**src/rtl/rv_fetch_pkg.sv**
```systemverilog
`default_nettype none
// ============================================================================
// Module      : rv_fetch_pkg
// Description : Shared constants and state encoding for the fetch stage.
// Revision    : 1.0 - initial release
// ============================================================================
package rv_fetch_pkg;

  // Byte address of instruction-memory word 0; also the PC reset vector.
  localparam logic [31:0] MEM_BASE_DEFAULT = 32'h0040_0000;
  localparam logic [31:0] RESET_VECTOR     = 32'h0040_0000;

  // addi x0, x0, 0 -- substituted by decode when no instruction is valid.
  localparam logic [31:0] INSTR_NOP        = 32'h0000_0013;

  // Fetch controller state encoding.
  localparam logic [1:0] ST_FETCH = 2'd0;
  localparam logic [1:0] ST_WAIT  = 2'd1;
  localparam logic [1:0] ST_HOLD  = 2'd2;
  localparam logic [1:0] ST_FAULT = 2'd3;

endpackage
`default_nettype wire

```
**src/rtl/fetch_hold_reg.sv**
```systemverilog
`default_nettype none
// ============================================================================
// Module      : fetch_hold_reg
// Description : Holding register presenting one fetched instruction and its
//               PC to decode. load captures a word, clear drops valid.
// Revision    : 1.0 - initial release
// ============================================================================
module fetch_hold_reg #(
  parameter int DATA_WIDTH = 32,
  parameter int ADDR_WIDTH = 32
) (
  input  logic                  clk,
  input  logic                  reset,
  input  logic                  load,
  input  logic                  clear,
  input  logic [DATA_WIDTH-1:0] data_in,
  input  logic [ADDR_WIDTH-1:0] pc_in,
  output logic                  valid,
  output logic [DATA_WIDTH-1:0] data,
  output logic [ADDR_WIDTH-1:0] pc
);

  // Capture on load; clear only drops valid so data and pc remain stable.
  always_ff @(posedge clk) begin
    if (reset) begin
      valid <= 1'b0;
      data  <= '0;
      pc    <= '0;
    end else if (load) begin
      valid <= 1'b1;
      data  <= data_in;
      pc    <= pc_in;
    end else if (clear) begin
      valid <= 1'b0;
    end
  end

endmodule
`default_nettype wire

```
**src/rtl/instr_fetch_unit.sv**
```systemverilog
`default_nettype none
// ============================================================================
// Module      : instr_fetch_unit
// Description : Fetch stage behind the PC register. Issues one memory read
//               per PC, holds the returned word for decode, drives the PC
//               enable, discards responses made stale by a redirect and
//               flags misaligned PCs.
// Revision    : 1.0 - initial release
// ============================================================================
module instr_fetch_unit
  import rv_fetch_pkg::*;
#(
  parameter int                    DATA_WIDTH = 32,
  parameter int                    ADDR_WIDTH = 32,
  parameter logic [ADDR_WIDTH-1:0] MEM_BASE   = ADDR_WIDTH'(MEM_BASE_DEFAULT)
) (
  input  logic                  clk,
  input  logic                  reset,
  input  logic [ADDR_WIDTH-1:0] pc_value,
  output logic                  pc_enable,
  input  logic                  flush,
  output logic                  imem_req_valid,
  input  logic                  imem_req_ready,
  output logic [ADDR_WIDTH-1:0] imem_addr,
  input  logic                  imem_rsp_valid,
  input  logic [DATA_WIDTH-1:0] imem_rsp_data,
  output logic                  instr_valid,
  output logic [DATA_WIDTH-1:0] instr_data,
  output logic [ADDR_WIDTH-1:0] instr_pc,
  input  logic                  instr_ready,
  output logic                  fetch_fault
);

  logic [1:0]            state;
  logic [1:0]            state_next;
  logic                  discard;
  logic                  discard_next;
  logic [ADDR_WIDTH-1:0] pc_q;
  logic [ADDR_WIDTH-1:0] pc_offset;
  logic                  pc_aligned;
  logic                  req_accept;
  logic                  hold_load;
  logic                  hold_clear;
  logic                  fault_set;
  logic                  fault_clr;

  // Word index relative to the memory base; wraps modulo 2^ADDR_WIDTH.
  assign pc_offset      = pc_value - MEM_BASE;
  assign imem_addr      = {2'b00, pc_offset[ADDR_WIDTH-1:2]};
  assign pc_aligned     = (pc_value[1:0] == 2'b00);
  assign imem_req_valid = (state == ST_FETCH) && pc_aligned;
  assign req_accept     = imem_req_valid && imem_req_ready;
  assign pc_enable      = (req_accept && !discard_next) || flush;

  // Next-state, discard and holding-register control decode.
  always_comb begin
    state_next   = state;
    discard_next = discard;
    hold_load    = 1'b0;
    hold_clear   = 1'b0;
    fault_set    = 1'b0;
    fault_clr    = 1'b0;
    case (state)
      ST_FETCH: begin
        // A redirect in the same cycle means the misaligned PC is wrong-path,
        // so it is not allowed to raise a fault.
        if (!pc_aligned) begin
          if (!flush) begin
            state_next = ST_FAULT;
            fault_set  = 1'b1;
          end
        end else if (req_accept) begin
          state_next = ST_WAIT;
          if (flush) begin
            discard_next = 1'b1;
          end
        end
      end
      ST_WAIT: begin
        if (imem_rsp_valid) begin
          discard_next = 1'b0;
          if (!discard && !flush) begin
            hold_load  = 1'b1;
            state_next = ST_HOLD;
          end else begin
            state_next = ST_FETCH;
          end
        end else if (flush) begin
          discard_next = 1'b1;
        end
      end
      ST_HOLD: begin
        if (instr_ready || flush) begin
          hold_clear = 1'b1;
          state_next = ST_FETCH;
        end
      end
      ST_FAULT: begin
        if (flush) begin
          fault_clr  = 1'b1;
          state_next = ST_FETCH;
        end
      end
      default: begin
        state_next = ST_FETCH;
      end
    endcase
  end

  // Controller state, discard flag, sticky fault and request PC.
  always_ff @(posedge clk) begin
    if (reset) begin
      state       <= ST_FETCH;
      discard     <= 1'b0;
      fetch_fault <= 1'b0;
      pc_q        <= '0;
    end else begin
      state   <= state_next;
      discard <= discard_next;
      if (fault_set) begin
        fetch_fault <= 1'b1;
      end else if (fault_clr) begin
        fetch_fault <= 1'b0;
      end
      if (req_accept) begin
        pc_q <= pc_value;
      end
    end
  end

  fetch_hold_reg #(
    .DATA_WIDTH (DATA_WIDTH),
    .ADDR_WIDTH (ADDR_WIDTH)
  ) u_hold (
    .clk     (clk),
    .reset   (reset),
    .load    (hold_load),
    .clear   (hold_clear),
    .data_in (imem_rsp_data),
    .pc_in   (pc_q),
    .valid   (instr_valid),
    .data    (instr_data),
    .pc      (instr_pc)
  );

endmodule
`default_nettype wire
```
**config.mk**
```make
export PLATFORM = sky130hd
export DESIGN_NAME = instr_fetch_unit
export DESIGN_NICKNAME = d
export VERILOG_FILES = /design/src/rtl/rv_fetch_pkg.sv /design/src/rtl/fetch_hold_reg.sv /design/src/rtl/instr_fetch_unit.sv
export SDC_FILE = /design/constraint.sdc
export NUM_CORES = 1
export LEC_CHECK = 0
export BUFFER_PORTS_ARGS = -buffer_cell sky130_fd_sc_hd__buf_2
export CAP_MARGIN = 10
export CORE_MARGIN = 2
export CORE_UTILIZATION = 36
export CTS_CLUSTER_SIZE = 28
export DETAILED_ROUTE_END_ITERATION = 6
export PLACE_DENSITY = 0.66
export SLEW_MARGIN = 10
export SYNTH_ARGS = -nofsm -noshare
export SYNTH_HDL_FRONTEND = slang
export SYNTH_SLANG_ARGS = --single-unit
```
**constraint.sdc**
```tcl
create_clock -name clk -period 1.4 [get_ports clk]
set_input_delay 0.14 -clock clk [delete_from_list [all_inputs] [get_ports clk]]
set_output_delay 0.14 -clock clk [all_outputs]
set_load 0.02 [all_outputs]
```
==> summary by stage, run 1 <==
Critical path
The classification of the worst setup path is reg2reg. The endpoint of the lowest-slack register-to-register path is u_hold.data[23]. The worst register-to-register path has a depth of 7. The register-to-register setup slack is -0.18 ns. STA puts the critical path data arrival time at 1.88 ns.

Of all nets on the critical path, the largest fanout is 8. STA classifies the critical path startpoint as a register. The beginning of the worst register-to-register path is discard. The worst setup path is captured at a register.

At the worst endpoint, the required time is approximately 1.7 ns.

Logic synthesis
Of all flip-flops after synthesis, the portion carrying an async set or reset was 0%. The average instance area after synthesis is approximately 8 µm². The top-area cell type share of the netlist area is 51.5%.

In this run, synthesis inferred 0 flip-flops with an integrated enable. The commonest cells after synthesis are 196 x sky130_fd_sc_hd__nand2_1, 101 x sky130_fd_sc_hd__dfxtp_1, 100 x sky130_fd_sc_hd__a21oi_1. The most used standard cell by instance count after synthesis is sky130_fd_sc_hd__nand2_1. The post-synthesis instance total is 499. The number of register bits inferred by synthesis is 101. The mapped netlist covers between 0.003 and 0.004 mm². The number of different library cells used by synthesis comes to 31.

The sequential fraction of the synthesis area is about 51%. sky130_fd_sc_hd__dfxtp_1 takes more of the synthesized area than any other cell. Yosys printed 0 warnings. The dominant synthesized flop cell is sky130_fd_sc_hd__dfxtp_1. In the post-synthesis netlist, the biggest area contributors are sky130_fd_sc_hd__dfxtp_1 51%, sky130_fd_sc_hd__nand2_1 19%, sky130_fd_sc_hd__a21oi_1 13%.

Power
Summed over all nets, the switching power comes to 1.85 mW. The maximum ir drop on the vdd rail is about 0.00052 V. In this run the static leakage power is 3.30 nW. For this design the ratio of total power to cell area is 872 mW/mm².

Of the total power, the share spent switching nets is 29.8%. Registers are responsible for 48.3% of the overall power. The internal power component is 4.36 mW.

The proportion of power drawn by the clock network is 32.2%. In this run, the combinational gates consume 19.5% of the power.

Routing
The wire length the detailed router placed on met1 is around 5.5 mm. The topmost layer with routed signal wires is met4. The vias after detailed routing is 4267. Using the TritonRoute via totals, the vias-per-cell ratio works out to a little under 5. The total wire length is around 14 mm.

After detailed routing, the number of remaining DRC violations is 0. Wire segments on met3 add up to 655 µm in the final route. Wire segments on met2 add up to about 7.5 mm in the final route.

After the first detailed-routing iteration, the DRC count stood at 195. The detail route stage leaves a number of antenna-violating nets equal to 0. Dividing the detail-routed wire length by the instance count gives approximately 16 µm.

The pre-antenna-repair detailed-routing pass consisted of 4 iterations.

Finish
The end-of-flow core utilization is between 60% and 70%. The final layout net count is 791. The area growth from synthesis to final layout is 81.5%. The ratio of cells with drive above 1 in the final layout is 61.4%.

Timing
Across the routed clock network, the largest skew measured is 0.0163 ns. The count of endpoints failing hold in the final timing report was 0. Final hold analysis gives a worst-case slack of 0.0301 ns. Setup violations remaining at the end of the flow were counted as between 90 and 100. The portion of the clock cycle consumed by the worst path in the final layout is 113%.

The max-slew violation total from the final report is 0. The routed design could run at a clock period as short as 1.58 ns. Setup repair after global routing could not meet its margin everywhere. Setup slack on the critical path of the routed design comes to -0.182 ns.

The maximum achievable frequency is 632 MHz.

GRT
The number of antenna violations at the first check in global routing is 0. The wire length of the first global-routing pass is 16.9 mm. Across every metal layer, demand over resource in global routing totals 18.1%. The maximum number of pins on one net before global-route repair is 49. The overflow left after global routing is 0.

The via count of the first global-routing pass came to about 3800.

Placed design
The HPWL after detailed placement is 6.76 mm. The final weighted congestion of routability-driven global placement is 0.818. The number of I/O port buffers is 167.

Clock tree
TritonCTS built the clock tree. The number of levels the H-tree was split into is 3. The root buffer cell chosen for the clock tree is sky130_fd_sc_hd__clkbuf_8.

Buffers inserted during clock tree synthesis total 9. In this run the deepest clock path goes through 2 buffers. The clock input transition at the sequential cells of the worst setup and hold paths is 0.11 ns. The insertion delay to the later sink of the worst-skew pair is 0.37 ns.

The tree built by TritonCTS fans out to ~100 sinks.

Floorplan
The floorplan step defined a die boundary enclosing around 0.012 mm². The cell row count is 38. The die outline width is 108 µm.

The core footprint is between 0.01 and 0.015 mm². The vertical die dimension is 108 µm. For this configuration, the core starts out at a cell density of 36.5%.

The I/O pin total is 170.

Flow run
The max-capacitance violation count is 0.

Hold path
The startpoint identified for the worst hold timing path is pc_value[21]. The worst hold path passes through 3 cells. The worst hold path terminates at pc_q[21]. The class of the tightest hold or removal check is in2reg.

Run status
The flow ran to the end, but the final reports show violations. The checks that failed: setup timing.
## how the worst max path moves through the flow
stage                  from              end  slack, ns  cells past startpoint
2_1_floorplan      state[1]        pc_enable      -0.03                      4
3_3_place_gp   pc_value[24]    imem_addr[29]      -0.11                      6
3_5_place_dp        discard  u_hold.data[28]      -0.14                      5
4_1_cts            state[1]        pc_enable      -0.15                      4
5_1_grt             discard  u_hold.data[23]      -0.22                      7
6_report            discard  u_hold.data[23]      -0.18                      7
## critical path, cell delays in order, from the launching register on
cell and delay [ns]:
sky130_fd_sc_hd__dfxtp_2 0.34, sky130_fd_sc_hd__or2_4 0.24, sky130_fd_sc_hd__buf_6 0.13, sky130_fd_sc_hd__nor3_4 0.22, sky130_fd_sc_hd__buf_12 0.20, sky130_fd_sc_hd__clkbuf_16 0.19
sky130_fd_sc_hd__nand2_2 0.06, sky130_fd_sc_hd__a21oi_2 0.13
## layout by cell type (no fill, tap or decap), types with 2 or more instances in the layout
master and instances:
sky130_fd_sc_hd__nor3b_1 2, sky130_fd_sc_hd__nand2_4 80, sky130_fd_sc_hd__dfxtp_1 98, sky130_fd_sc_hd__dlygate4sd3_1 43
sky130_fd_sc_hd__buf_4 22, sky130_fd_sc_hd__clkbuf_8 9, sky130_fd_sc_hd__conb_1 2, sky130_fd_sc_hd__xnor2_1 2
sky130_fd_sc_hd__buf_2 160, sky130_fd_sc_hd__nand2_2 29, sky130_fd_sc_hd__nor4_4 3, sky130_fd_sc_hd__o21ai_0 2
sky130_fd_sc_hd__nor3_1 3, sky130_fd_sc_hd__buf_8 3, sky130_fd_sc_hd__dfxtp_2 2, sky130_fd_sc_hd__or3_4 2
sky130_fd_sc_hd__a21oi_2 84, sky130_fd_sc_hd__nand2_1 88, sky130_fd_sc_hd__nor2_1 6, sky130_fd_sc_hd__xor2_1 4
sky130_fd_sc_hd__a21oi_1 16, sky130_fd_sc_hd__buf_6 12, sky130_fd_sc_hd__buf_12 13, sky130_fd_sc_hd__clkbuf_16 10
sky130_fd_sc_hd__inv_1 4, sky130_fd_sc_hd__inv_6 4
## registers in the layout, summed over array words and instances, names as in the netlist
name	flops
u_hold.valid	1
discard	1
u_hold.data	32
u_hold.pc	32
state	2
pc_q	32
fetch_fault	1
## through the flow
step	std cells	total power [mW]	setup TNS [ns]	setup slack [ns]	instance area, µm²
after floorplan	500	3.50	-1.16	-0.0256	3970
after global placement	777	3.74	-4.23	-0.106	4830
after detailed placement	777	3.75	-7.03	-0.138	4830
after CTS	838	5.87	-2.20	-0.152	5630
after global routing	865	6.44	-14.43	-0.222	7120
final	866	6.21	-9.84	-0.182	7130
## cells by family after synthesis
group                      share of synthesized area (%)
AOI/OAI and AO/OA                                   14.7
xor gates and xnor gates                            1.34
adders and majority gates                          0.319
buffers and inverters                               9.81
DFF                                                 51.5
other                                             0.0955
and+or+nand+nor                                     22.3
## per-layer routing
metal,track usage [%],up-vias
met5,0,-
met1,21.1,2066
li1,-,2037
met2,31.8,138
met3,5.12,26
met4,5.86,0
## layout make-up
cell class | count | area, µm²
Antenna cell | 1 | 2.50
Clock buffer | 9 | 124
Clock inverter | 7 | 85.1
Fill cell | 826 | 3620
Inverter | 4 | 15.0
Multi-Input combinational cell | 341 | 2610
Sequential cell | 101 | 2030
Tap cell | 140 | 175
Timing Repair Buffer | 263 | 2090
## power by group through the flow
stage	combinational (mW)	sequential (mW)	clock, mW
CTS	0.866	2.98	2.02
global route	1.29	3.01	2.15
global placement	0.692	3.05	0
finish	1.21	3.00	2.00
floorplan	0.409	3.09	0
detailed placement	0.703	3.05	0
## what timing repair did
action | in CTS | in global routing
hold buffers | 36 | 7
endpoints found under the setup margin | 98 | 100
endpoints found under the hold margin | 36 | 7
pin swaps | 2 | 163
gates cloned | 3 | 17
resized for setup | 39 | 298
setup buffers | 6 | 6
No activity file was read; power rests on OpenSTA's default activity.
==> run 2, diff against run 1 <==
--- a/config.mk
+++ b/config.mk
@@ -5,13 +5,16 @@
 export SDC_FILE = /design/constraint.sdc
 export NUM_CORES = 1
 export LEC_CHECK = 0
+export ABC_AREA = 1
 export BUFFER_PORTS_ARGS = -buffer_cell sky130_fd_sc_hd__buf_2
 export CAP_MARGIN = 10
+export CELL_PAD_IN_SITES_DETAIL_PLACEMENT = 0
+export CELL_PAD_IN_SITES_GLOBAL_PLACEMENT = 1
 export CORE_MARGIN = 2
-export CORE_UTILIZATION = 36
+export CORE_UTILIZATION = 30
 export CTS_CLUSTER_SIZE = 28
 export DETAILED_ROUTE_END_ITERATION = 6
-export PLACE_DENSITY = 0.66
+export PLACE_DENSITY_LB_ADDON = 0.1
 export SLEW_MARGIN = 10
 export SYNTH_ARGS = -nofsm -noshare
 export SYNTH_HDL_FRONTEND = slang
==> run 2 against run 1 <==
Against the previous run: the flow now finishes without violations; global-route usage shrank 3.7 points; critical endpoint is now pc_enable; non-clock buffer count shrank 75; clock skew shrank 0.0082 ns; count of clock-buffer cells in the layout grew 2; power grew 29%; combinational power grew 83%; first-iteration DRC count shrank 20%; synthesized cell count shrank 2.8%; clock power grew 17%.
==> summary by stage, run 2 <==
Run status
The flow ran to the end, and the final reports show no timing, DRC or antenna violations.

Finish
0 antenna diodes ended up in the layout. The area growth from synthesis to layout is 37.5%. In the final layout, the registers with the most flip-flops are pc_q (32), u_hold.data (32), u_hold.pc (32). The final cell area excluding filler cells is 0.00533 mm². Of the cells placed in the final design, the portion with a size suffix greater than 1 is 36.5%. The leading cell type in the layout, fill and taps excluded is sky130_fd_sc_hd__buf_2. For this run, the post-layout net count is around 700. In the layout the commonest cells are 164 x sky130_fd_sc_hd__buf_2, 99 x sky130_fd_sc_hd__dfxtp_1, 76 x sky130_fd_sc_hd__nor2_1. Once layout is complete, the utilization of the core stands at 42.2%.

Floorplan
For this configuration, the core starts out at a cell density of between 30% and 40%. After floorplanning, the core was divided into 41 placement rows. The floorplan step defined a die boundary enclosing 0.0138 mm². From bottom edge to top edge, the die measures around 120 µm. The core footprint is between 0.01 and 0.015 mm². The die is roughly 120 µm wide.

For this design the top-level I/O count stands at 170.

GRT
The total global-route track usage is about 14%. The overflow left after global routing is 0. Entering global routing, the biggest net connects 64 pins. The via count of the first global-routing pass is 3283.

The number of antenna violations at the first check in global routing is 0. The first global-routing pass estimated 16.0 mm of wire.

Placed design
The detailed placer's ending HPWL is 6.67 mm. The congestion estimate from routability-driven global placement came to between 0.7 and 0.8. The instance area at placement is 0.00482 mm². The worst slack at placement is 0.00719 ns. The number of I/O port buffers is 167.

Clock tree
The number of clock buffers added by TritonCTS is 9. The tree is rooted in a sky130_fd_sc_hd__clkbuf_16. The CTS tree is built. The insertion delay to the later sink of the worst-skew pair is 0.35 ns. The H-tree generated during clock tree synthesis spans 3 levels.

Clock-pin slew was measured on the worst setup and hold paths at 0.07 ns. In this run, post-CTS hold repair placed 0 buffers. The clock passes through at most 2 buffers. CTS saw 101 sinks.

Logic synthesis
The number of flops mapped to enable cells by yosys is 0. After synthesis, the most frequently instantiated cells are 101 x sky130_fd_sc_hd__dfxtp_1, 84 x sky130_fd_sc_hd__nor2_1, 67 x sky130_fd_sc_hd__o21ai_0. During synthesis, Yosys emitted a total of 0 warnings. Of the post-synthesis cell area, the dominant cell type holds 52.1%.

The sequential fraction of the synthesis area is 52.1%. The count of distinct cell types in the synthesized netlist is 24. Synthesis handed over a netlist of 485 instances. Of all flip-flops after synthesis, the portion carrying an async set or reset was 0%.

The largest area contributor in the netlist is sky130_fd_sc_hd__dfxtp_1. By area the synthesized netlist is led by sky130_fd_sc_hd__dfxtp_1 52%, sky130_fd_sc_hd__o21ai_0 8.6%, sky130_fd_sc_hd__a21oi_1 8.4%. In this run the cell area of the synthesized design comes to 0.00388 mm². The most used standard cell by instance count after synthesis is sky130_fd_sc_hd__dfxtp_1. The most used flip-flop cell after synthesis is sky130_fd_sc_hd__dfxtp_1.

In this run, synthesis produced a sequential element count of 101. In this run the mean area of a mapped cell was 7.99 µm².

Power
The overall power of the completed layout is approximately 8 mW. Power spread over the standard cell area amounts to 1500 mW/mm². Across the VDD grid, the largest voltage drop is around 0.00081 V. Summed over all cells, the static leakage comes to roughly 2.5 nW.

Critical path
The beginning of the worst register-to-register path is state[0]. The data required time at the worst endpoint is 1.26 ns. STA classifies the critical path endpoint as an output pin. The category of the worst setup path launch point is a register.

The highest fanout seen on the critical path is 4. Data on the critical path arrives at its endpoint at 1.24 ns. The critical path starts at state[1]. The critical path in this run is classified as reg2out.

Hold path
The startpoint of the most critical hold path is imem_rsp_data[9]. The path class of the tightest hold or removal check is in2reg.

Timing
Setup violations remaining at the end of the flow were counted as 0. Of the available clock period, the critical path in the final layout requires 98.6%. The post-route worst setup slack is 0.0192 ns. Setup repair after global routing could not meet its margin everywhere. The maximum achievable frequency is 724 MHz. The count of endpoints failing hold in the final timing report is 0. Subtracting the final worst setup slack from the clock period gives 1.38 ns. The max-slew violation total from the final report is 0. For the final database, setup skew stands at 0.00803 ns.

Routing
For this run, design rule violations remaining after detail routing come to 0. The number of DRC violations after detailed-routing iteration 0 is 156. The first detailed-routing pass took 4 iterations. The final route contains 3587 vias. In the routed layout, each cell is associated on average with a via count of between 4 and 5. After detailed routing, the total wire length is 10.6 mm. The count of nets left with antenna violations after detail routing is 0.

The final routed wire length divided by cell count is ~13 µm.

Flow run
The tool flagged a number of max-cap violations equal to 0.
## run 2: cell types whose count changed after synthesis, moves of 3 or more
| cell | change |
|---|---|
| sky130_fd_sc_hd__o21ai_1 | +30 |
| sky130_fd_sc_hd__a21oi_1 | -35 |
| sky130_fd_sc_hd__buf_2 | +8 |
| sky130_fd_sc_hd__nor2_1 | +77 |
| sky130_fd_sc_hd__nor3_1 | -3 |
| sky130_fd_sc_hd__inv_1 | +39 |
| sky130_fd_sc_hd__o21ai_0 | +65 |
| sky130_fd_sc_hd__buf_4 | -9 |
| sky130_fd_sc_hd__nand2_1 | -181 |
| sky130_fd_sc_hd__nand3b_1 | +3 |
| sky130_fd_sc_hd__nand3_1 | +6 |
## run 2: cells by family (layout without fill, tap and decap cells)
family | Yosys count | count (layout) | share of synthesized area [%]
AOI/OAI and AO/OA | 164 | 164 | 21.3
xor gates and xnor gates | 6 | 6 | 1.36
adders and majority gates | 1 | 1 | 0.323
buffers and inverters | 97 | 249 | 12.6
DFF | 101 | 101 | 52.1
other | 1 | 2 | 0.0967
and+or+nand+nor | 115 | 115 | 12.2
## run 2: final cells by class
class / instances / area (µm²)
multi-input cells: 288 / 1450
clock inverters: 5 / 35.0
repair buffers: 188 / 1180
flip-flops and latches: 101 / 2030
well taps: 172 / 215
clock buffers: 11 / 243
fillers: 1345 / 7290
inverters: 45 / 174
## run 2: per-stage QoR
stage,hold slack [ns],std cells,TNS [ns]
final,0.0131,810,0
after global routing,0.0105,810,-1.89
after CTS,0.000608,808,-0.0339
after detailed placement,0.370,788,0
after global placement,0.362,788,0
after floorplan,0.209,486,0
## run 2: timing repair
action                     in CTS  in global routing
cloned                          1                  2
resized for setup              14                 49
pin swaps                       3                  4
setup buffers                   3                  0
setup endpoints to repair      22                 97
## run 2: path summary, 6_finish.rpt
check,to,slack (ns),cells past startpoint
worst min register to register,u_hold.pc[22],0.45,2
worst max register to register,u_hold.pc[6],0.03,7
worst max-delay path,pc_enable,0.02,4
worst min-delay path,u_hold.data[9],0.01,3
## run 2: report_power, final
group	total [mW]	leakage [nW]	internal (mW)	switching [mW]
Clock	2.34	0.136	1.26	1.08
Combinational	2.21	1.59	0.876	1.34
Sequential	3.43	0.821	3.26	0.175
## run 2: layer usage
layer,share of wire (%),up-vias,global-route usage [%]
li1,-,1857,-
met1,49,1608,17.1
met2,44,113,24.1
met3,6.1,9,5.38
met4,0.99,0,4.07
met5,0,-,0
## run 2: critical path: stages (launching register included)
cell and delay (ns):
sky130_fd_sc_hd__dfxtp_4 0.36, sky130_fd_sc_hd__nor2_2 0.15, sky130_fd_sc_hd__nand3_2 0.12, sky130_fd_sc_hd__o21ai_2 0.12, sky130_fd_sc_hd__buf_4 0.15
